### src/rtl/cmp_swap_pipe.sv
// cmp_swap_pipe: pipelined compare-and-swap element for a sorting network.
// Orders two operands as (min, max) under unsigned, signed or sign-magnitude
// (BFP16) rules, behind a valid/ready elastic pipeline of 1..3 stages.
//
// valid/ready: a pair moves into a stage when the upstream valid is high and
// the stage is enabled. A stage is enabled when it is empty or its contents
// leave in the same cycle. o_ready is stage-1 enable, so it follows i_ready
// combinationally. While o_valid is high and i_ready is low, outputs hold.
//
// Optional feature macro: CMP_SWAP_CNT_EN adds the saturating o_swap_cnt.
module cmp_swap_pipe #(
    parameter int SIZE_DATA   = 16,
    parameter int PIPE_STAGES = 2
) (
    input  logic                 i_clk,
    input  logic                 i_rst,
    input  logic [1:0]           i_mode,
    input  logic                 i_valid,
    output logic                 o_ready,
    input  logic [SIZE_DATA-1:0] i_data_a,
    input  logic [SIZE_DATA-1:0] i_data_b,
    output logic                 o_valid,
    input  logic                 i_ready,
    output logic [SIZE_DATA-1:0] o_min,
    output logic [SIZE_DATA-1:0] o_max,
    output logic                 o_swapped
`ifdef CMP_SWAP_CNT_EN
    ,
    output logic [31:0]          o_swap_cnt
`endif
);

    localparam int NIB = SIZE_DATA / 4;
    localparam int MSB = SIZE_DATA - 1;

    if (((SIZE_DATA % 4) != 0) || (SIZE_DATA < 8)) begin : g_bad_size
        $error("cmp_swap_pipe: SIZE_DATA must be a multiple of 4 and >= 8");
    end
    if ((PIPE_STAGES < 1) || (PIPE_STAGES > 3)) begin : g_bad_stages
        $error("cmp_swap_pipe: PIPE_STAGES must be 1..3");
    end

    // Map each number format onto a word whose unsigned order is the one wanted:
    // signed flips the MSB, sign-magnitude drops the sign and compares magnitude.
    function automatic logic [MSB:0] fold_word(input logic [MSB:0] x, input logic [1:0] mode);
        fold_word = x;
        if (mode == 2'b01) fold_word[MSB] = ~x[MSB];
        else if (mode == 2'b10) fold_word[MSB] = 1'b0;
    endfunction

    // 4-bit leaf cells: per-nibble B < A and B == A.
    function automatic logic [NIB-1:0] leaf_lt(input logic [MSB:0] a, input logic [MSB:0] b);
        for (int i = 0; i < NIB; i++) leaf_lt[i] = (b[4*i +: 4] < a[4*i +: 4]);
    endfunction

    function automatic logic [NIB-1:0] leaf_eq(input logic [MSB:0] a, input logic [MSB:0] b);
        for (int i = 0; i < NIB; i++) leaf_eq[i] = (b[4*i +: 4] == a[4*i +: 4]);
    endfunction

    // Fold the leaves upward: less = less_hi | (eq_hi & less_lo).
    function automatic logic reduce_lt(input logic [NIB-1:0] lt, input logic [NIB-1:0] eq);
        reduce_lt = 1'b0;
        for (int i = 0; i < NIB; i++) reduce_lt = lt[i] | (eq[i] & reduce_lt);
    endfunction

    // Final B < A decision; sign-magnitude needs the sign bits and the +0/-0 tie.
    function automatic logic decide_less(input logic lt, input logic eq, input logic [MSB:0] a,
                                         input logic [MSB:0] b, input logic [1:0] mode);
        logic both_zero;
        both_zero   = ~|a[MSB-1:0] & ~|b[MSB-1:0];
        decide_less = lt;
        if (mode == 2'b10) begin
            if (a[MSB] != b[MSB]) decide_less = b[MSB] & ~both_zero;
            else if (a[MSB])      decide_less = ~lt & ~eq;
        end
    endfunction

    // Leaf-level bundle (registered stage 1 when PIPE_STAGES >= 2).
    logic           lf_valid, lf_adv;
    logic [MSB:0]   lf_a, lf_b;
    logic [1:0]     lf_mode;
    logic [NIB-1:0] lf_lt, lf_eq;
    // Reduced bundle (registered middle stage when PIPE_STAGES == 3).
    logic           rd_valid, rd_lt, rd_eq;
    logic [MSB:0]   rd_a, rd_b;
    logic [1:0]     rd_mode;
    // Output stage.
    logic           out_en, swap_now;
    logic           out_valid_q, out_valid_d, swapped_q, swapped_d;
    logic [MSB:0]   min_q, min_d, max_q, max_d;

    if (PIPE_STAGES == 1) begin : g_lf_comb
        assign lf_valid = i_valid;
        assign lf_a     = i_data_a;
        assign lf_b     = i_data_b;
        assign lf_mode  = i_mode;
        assign lf_lt    = leaf_lt(fold_word(i_data_a, i_mode), fold_word(i_data_b, i_mode));
        assign lf_eq    = leaf_eq(fold_word(i_data_a, i_mode), fold_word(i_data_b, i_mode));
        assign o_ready  = lf_adv;
    end else begin : g_lf_reg
        logic           lf_valid_q, lf_valid_d;
        logic [MSB:0]   lf_a_q, lf_a_d, lf_b_q, lf_b_d;
        logic [1:0]     lf_mode_q, lf_mode_d;
        logic [NIB-1:0] lf_lt_q, lf_lt_d, lf_eq_q, lf_eq_d;

        assign o_ready = ~lf_valid_q | lf_adv;

        // Stage 1: capture operands, mode and leaf results on an input transfer.
        always_comb begin
            lf_valid_d = lf_valid_q;
            lf_a_d     = lf_a_q;
            lf_b_d     = lf_b_q;
            lf_mode_d  = lf_mode_q;
            lf_lt_d    = lf_lt_q;
            lf_eq_d    = lf_eq_q;
            if (o_ready) begin
                lf_valid_d = i_valid;
                if (i_valid) begin
                    lf_a_d    = i_data_a;
                    lf_b_d    = i_data_b;
                    lf_mode_d = i_mode;
                    lf_lt_d   = leaf_lt(fold_word(i_data_a, i_mode), fold_word(i_data_b, i_mode));
                    lf_eq_d   = leaf_eq(fold_word(i_data_a, i_mode), fold_word(i_data_b, i_mode));
                end
            end
        end

        // Stage 1 registers.
        always_ff @(posedge i_clk or posedge i_rst) begin
            if (i_rst) begin
                lf_valid_q <= 1'b0;
                lf_a_q     <= '0;
                lf_b_q     <= '0;
                lf_mode_q  <= '0;
                lf_lt_q    <= '0;
                lf_eq_q    <= '0;
            end else begin
                lf_valid_q <= lf_valid_d;
                lf_a_q     <= lf_a_d;
                lf_b_q     <= lf_b_d;
                lf_mode_q  <= lf_mode_d;
                lf_lt_q    <= lf_lt_d;
                lf_eq_q    <= lf_eq_d;
            end
        end

        assign lf_valid = lf_valid_q;
        assign lf_a     = lf_a_q;
        assign lf_b     = lf_b_q;
        assign lf_mode  = lf_mode_q;
        assign lf_lt    = lf_lt_q;
        assign lf_eq    = lf_eq_q;
    end

    if (PIPE_STAGES == 3) begin : g_rd_reg
        logic         rd_valid_q, rd_valid_d, rd_lt_q, rd_lt_d, rd_eq_q, rd_eq_d;
        logic [MSB:0] rd_a_q, rd_a_d, rd_b_q, rd_b_d;
        logic [1:0]   rd_mode_q, rd_mode_d;

        assign lf_adv = ~rd_valid_q | out_en;

        // Middle stage: register the reduced less/equal with the operands.
        always_comb begin
            rd_valid_d = rd_valid_q;
            rd_lt_d    = rd_lt_q;
            rd_eq_d    = rd_eq_q;
            rd_a_d     = rd_a_q;
            rd_b_d     = rd_b_q;
            rd_mode_d  = rd_mode_q;
            if (lf_adv) begin
                rd_valid_d = lf_valid;
                if (lf_valid) begin
                    rd_lt_d   = reduce_lt(lf_lt, lf_eq);
                    rd_eq_d   = &lf_eq;
                    rd_a_d    = lf_a;
                    rd_b_d    = lf_b;
                    rd_mode_d = lf_mode;
                end
            end
        end

        // Middle stage registers.
        always_ff @(posedge i_clk or posedge i_rst) begin
            if (i_rst) begin
                rd_valid_q <= 1'b0;
                rd_lt_q    <= 1'b0;
                rd_eq_q    <= 1'b0;
                rd_a_q     <= '0;
                rd_b_q     <= '0;
                rd_mode_q  <= '0;
            end else begin
                rd_valid_q <= rd_valid_d;
                rd_lt_q    <= rd_lt_d;
                rd_eq_q    <= rd_eq_d;
                rd_a_q     <= rd_a_d;
                rd_b_q     <= rd_b_d;
                rd_mode_q  <= rd_mode_d;
            end
        end

        assign rd_valid = rd_valid_q;
        assign rd_lt    = rd_lt_q;
        assign rd_eq    = rd_eq_q;
        assign rd_a     = rd_a_q;
        assign rd_b     = rd_b_q;
        assign rd_mode  = rd_mode_q;
    end else begin : g_rd_comb
        assign lf_adv   = out_en;
        assign rd_valid = lf_valid;
        assign rd_lt    = reduce_lt(lf_lt, lf_eq);
        assign rd_eq    = &lf_eq;
        assign rd_a     = lf_a;
        assign rd_b     = lf_b;
        assign rd_mode  = lf_mode;
    end

    assign out_en   = ~out_valid_q | i_ready;
    assign swap_now = decide_less(rd_lt, rd_eq, rd_a, rd_b, rd_mode);

    // Output stage: swap mux; ties keep A first so sorting stays stable.
    always_comb begin
        out_valid_d = out_valid_q;
        swapped_d   = swapped_q;
        min_d       = min_q;
        max_d       = max_q;
        if (out_en) begin
            out_valid_d = rd_valid;
            if (rd_valid) begin
                swapped_d = swap_now;
                min_d     = swap_now ? rd_b : rd_a;
                max_d     = swap_now ? rd_a : rd_b;
            end
        end
    end

    // Output registers.
    always_ff @(posedge i_clk or posedge i_rst) begin
        if (i_rst) begin
            out_valid_q <= 1'b0;
            swapped_q   <= 1'b0;
            min_q       <= '0;
            max_q       <= '0;
        end else begin
            out_valid_q <= out_valid_d;
            swapped_q   <= swapped_d;
            min_q       <= min_d;
            max_q       <= max_d;
        end
    end

    assign o_valid   = out_valid_q;
    assign o_swapped = swapped_q;
    assign o_min     = min_q;
    assign o_max     = max_q;

`ifdef CMP_SWAP_CNT_EN
    logic [31:0] swap_cnt_q, swap_cnt_d;

    // Count swapped pairs as they leave; stick at all-ones instead of wrapping.
    always_comb begin
        swap_cnt_d = swap_cnt_q;
        if (out_valid_q && i_ready && swapped_q && !(&swap_cnt_q)) swap_cnt_d = swap_cnt_q + 32'd1;
    end

    // Swap counter register.
    always_ff @(posedge i_clk or posedge i_rst) begin
        if (i_rst) swap_cnt_q <= '0;
        else       swap_cnt_q <= swap_cnt_d;
    end

    assign o_swap_cnt = swap_cnt_q;
`endif

endmodule
### config.mk
export PLATFORM = sky130hd
export DESIGN_NAME = cmp_swap_pipe
export DESIGN_NICKNAME = d
export VERILOG_FILES = /design/src/rtl/cmp_swap_pipe.sv
export SDC_FILE = /design/constraint.sdc
export NUM_CORES = 1
export LEC_CHECK = 0
export CORE_MARGIN = 2
export CORE_UTILIZATION = 48
export CTS_BUF_LIST = sky130_fd_sc_hd__clkbuf_4 sky130_fd_sc_hd__clkbuf_8
export CTS_CLUSTER_SIZE = 30
export DETAILED_ROUTE_END_ITERATION = 16
export PLACE_DENSITY = 0.8
export SLEW_MARGIN = 20
export SYNTH_ARGS = -nofsm -noshare
export SYNTH_HDL_FRONTEND = slang
export SYNTH_SLANG_ARGS = --single-unit
### constraint.sdc
create_clock -name i_clk -period 2.1 [get_ports i_clk]
set_input_delay 0.315 -clock i_clk [delete_from_list [all_inputs] [get_ports i_clk]]
set_output_delay 0.315 -clock i_clk [all_outputs]
set_load 0.02 [all_outputs]
==> impl_metrics.json <==
{
  "reg2reg_depth": 6,
  "finalSetupTns_ns": 0,
  "dp.final_hpwl_microns": 6220,
  "vias": 3062,
  "ys_seq_area_share_pct": 52.2,
  "grt_setup_unrepaired": "no",
  "globalplace.congestion": 0.826,
  "startpoint_type": "flip-flop",
  "status": "finished, final reports clean",
  "syn-num-nets": 434,
  "timing.hold.worst.class": "in2async",
  "io_pins": 73,
  "cts_buffer_depth": 2,
  "critPathMaxFanout": 31,
  "clk_pin_slew_ns": 0.07,
  "p_switching_mw": 1.53,
  "area_growth_pct": 29.1,
  "cts_tree": "built",
  "grt_pass1_vias": 2738,
  "clockRootBuffer": "clkbuf_8",
  "rows": 31,
  "max-cap-violations": 0,
  "ir_drop_uv": 404,
  "grt_max_degree": 35,
  "avgSynthCellArea_sq_um": 9.72,
  "postCtsSetupRepairBufs": 0,
  "ff_latch_area_sq_mm": 0.00193,
  "cts_sinks": 77,
  "synthesis.instances": 380,
  "drc": 0,
  "slew_violations": 0,
  "endpoint_kind": "flip-flop",
  "fill_cells": 594,
  "cts_hold_buf": 0,
  "ys.flop_type": "dfrtp_1",
  "grt_pass1_wl_microns": 13800,
  "diodes": 0,
  "required_ns": 2.33,
  "dr.first_iter.drc_count": 219,
  "wl_per_cell_microns": 15.3,
  "clock_latency_ns": 0.35,
  "post_route_cells_drive_above_1_share_pct": 7.49,
  "cts_made_buffers": 9,
  "max-slew-margin-rel_pct": 67.0,
  "setup-violations-final": 0,
  "vias_per_cell": 5.54,
  "core_area_sq_mm": 0.00737,
  "final_area_sq_mm": 0.00477,
  "hold_violations": 0,
  "worst_pin_slew_ns": 0.494,
  "dieHeight_microns": 91.7,
  "synthTopCellsByArea": "dfrtp_1, a21oi_1, ha_1, mux2_1, o21ai_1",
  "placed_area_sq_mm": 0.00458,
  "critPathKind": "reg2reg",
  "cts_resized": 0,
  "comb_power_share_pct": 32.8,
  "die_w_microns": 91.7,
  "switching_share_pct": 33.5,
  "power_mw": 4.58,
  "yosysWarnings": 0,
  "fmax_mhz": 514,
  "ys_ff_latch": 77,
  "synth_area_sq_mm": 0.00369,
  "min_period_ns": 1.94,
  "ys_types": 30,
  "dieArea_sq_mm": 0.00841,
  "worstPathArrival_ns": 2.17,
  "fin_crit_sh_pct": 92.6,
  "initial_utilization_pct": 50.1,
  "antenna_left": 0,
  "internal_power_mw": 3.05,
  "dr.pass1.iters": 4,
  "pwr-share-clk_pct": 22.7,
  "synth_enable_flop_cells": 0,
  "powerDensity_mw_per_mm2": 961,
  "synth_area_leader_cell": "dfrtp_1",
  "synthTopCellsByCount": "dfrtp_1, a21oi_1, nand2_1",
  "track_usage_pct": 20.8,
  "overflow": 0,
  "synthArstFlopShare_pct": 100,
  "final_nets": 503,
  "routed_wl_microns": 8440,
  "seqPwrFrac_pct": 44.5,
  "antenna_found_initial": 0,
  "yosysMostFrequentCell": "dfrtp_1",
  "cts-htree-levels": 3,
  "finalClockSkew_ns": 0.00925,
  "synth_top_area_share_pct": 52.2,
  "p_leak_nw": 2.03,
  "multi_input_area_sq_mm": 0.00159,
  "port_buffers": 72
}
## cell type report
type,instances,area share [%]
tap,99,2.60
clock buffer,15,3.80
inverter,16,1.34
clock inverter,1,0.105
multi-input combinational,264,33.4
sequential,77,40.4
timing repair buffer,81,18.4
## cells by family (layout without fill, tap and decap cells)
kind of cell | after synthesis | count (layout) | synth area share, %
AOI/OAI and AO/OA | 132 | 132 | 19.2
buffers and inverters | 39 | 113 | 4.78
xor gates and xnor gates | 1 | 1 | 0.237
DFF | 77 | 77 | 52.2
and+or+nand+nor | 96 | 96 | 12.3
adders and majority gates | 16 | 16 | 5.42
muxes | 19 | 19 | 5.79
## final timing paths
path                                                   endpoint                             from  slack (ns)
worst max-delay path                      o_min[15]$_DFFE_PP0P_   g_lf_reg.lf_b_q[4]$_DFFE_PP0P_        0.16
worst min-delay path                        o_valid$_DFFE_PP0P_                            i_rst        0.34
worst max register to register            o_min[15]$_DFFE_PP0P_   g_lf_reg.lf_b_q[4]$_DFFE_PP0P_        0.16
worst min register to register  g_lf_reg.lf_lt_q[0]$_DFFE_PP0P_  g_lf_reg.lf_lt_q[0]$_DFFE_PP0P_        0.50
max in group asynchronous        g_lf_reg.lf_a_q[1]$_DFFE_PP0P_                            i_rst        1.26
min in group i_clk              g_lf_reg.lf_lt_q[0]$_DFFE_PP0P_  g_lf_reg.lf_lt_q[0]$_DFFE_PP0P_        0.50
## routing by layer
metal / GRT usage, % / share of wire (%) / vias up / wire [microns]
met5: 0 / 0 / - / 0
met4: 8.33 / 1.9 / 0 / 159
met3: 2.96 / 6.2 / 17 / 525
met2: 30.5 / 46 / 124 / 3850
met1: 31.1 / 46 / 1446 / 3900
li1: - / - / 1475 / -
## flip-flops by register name (all words and copies together) (netlist names)
name,cells
g_lf_reg.lf_a_q,16
g_lf_reg.lf_b_q,16
g_lf_reg.lf_lt_q,4
g_lf_reg.lf_eq_q,4
g_lf_reg.lf_mode_q,2
o_min,16
g_lf_reg.lf_valid_q,1
o_max,16
o_swapped,1
o_valid,1
## metrics by stage
stage	std cells	worst slack, ns	hold slack [ns]	util (%)
2_1_floorplan	380	0.215	0.423	-
3_3_place_gp	537	0.235	0.460	62.2
3_5_place_dp	537	0.158	0.468	62.2
4_1_cts	553	0.145	0.347	64.7
5_1_grt	553	0.0574	0.389	64.7
6_report	553	0.156	0.342	64.7
## critical path: stages, from the launching register on
cell,delay [ns]
dfrtp_1,0.43
nor4_1,0.40
nand4_1,0.21
nor4_4,0.33
buf_12,0.22
nand2b_1,0.14
o211ai_1,0.10
## power groups by stage
stage / Clock [mW] / Sequential (mW) / Combinational (mW)
after floorplan: 0 / 2.23 / 0.617
after global placement: 0 / 2.05 / 1.47
after detailed placement: 0 / 2.07 / 1.50
after CTS: 1.06 / 2.04 / 1.51
after global routing: 1.13 / 2.08 / 1.63
final: 1.04 / 2.04 / 1.50
## layout by cell type (no fill, tap or decap), types with 2 or more instances in the layout
| master | instances |
|---|---|
| nor4_1 | 7 |
| nor2_1 | 31 |
| ha_1 | 16 |
| nor2b_1 | 4 |
| mux2_2 | 5 |
| o21a_1 | 9 |
| inv_1 | 15 |
| buf_12 | 7 |
| nand2b_1 | 6 |
| o21ai_1 | 31 |
| clkbuf_4 | 4 |
| nand3b_1 | 3 |
| a21oi_1 | 63 |
| o211ai_1 | 3 |
| clkdlybuf4s50_1 | 72 |
| dfrtp_1 | 77 |
| nand2_1 | 33 |
| nand4_1 | 6 |
| buf_4 | 2 |
| o21ai_0 | 19 |
| o31ai_1 | 4 |
| clkbuf_8 | 11 |
| mux2_1 | 14 |
No activity file was read; power rests on OpenSTA's default activity.
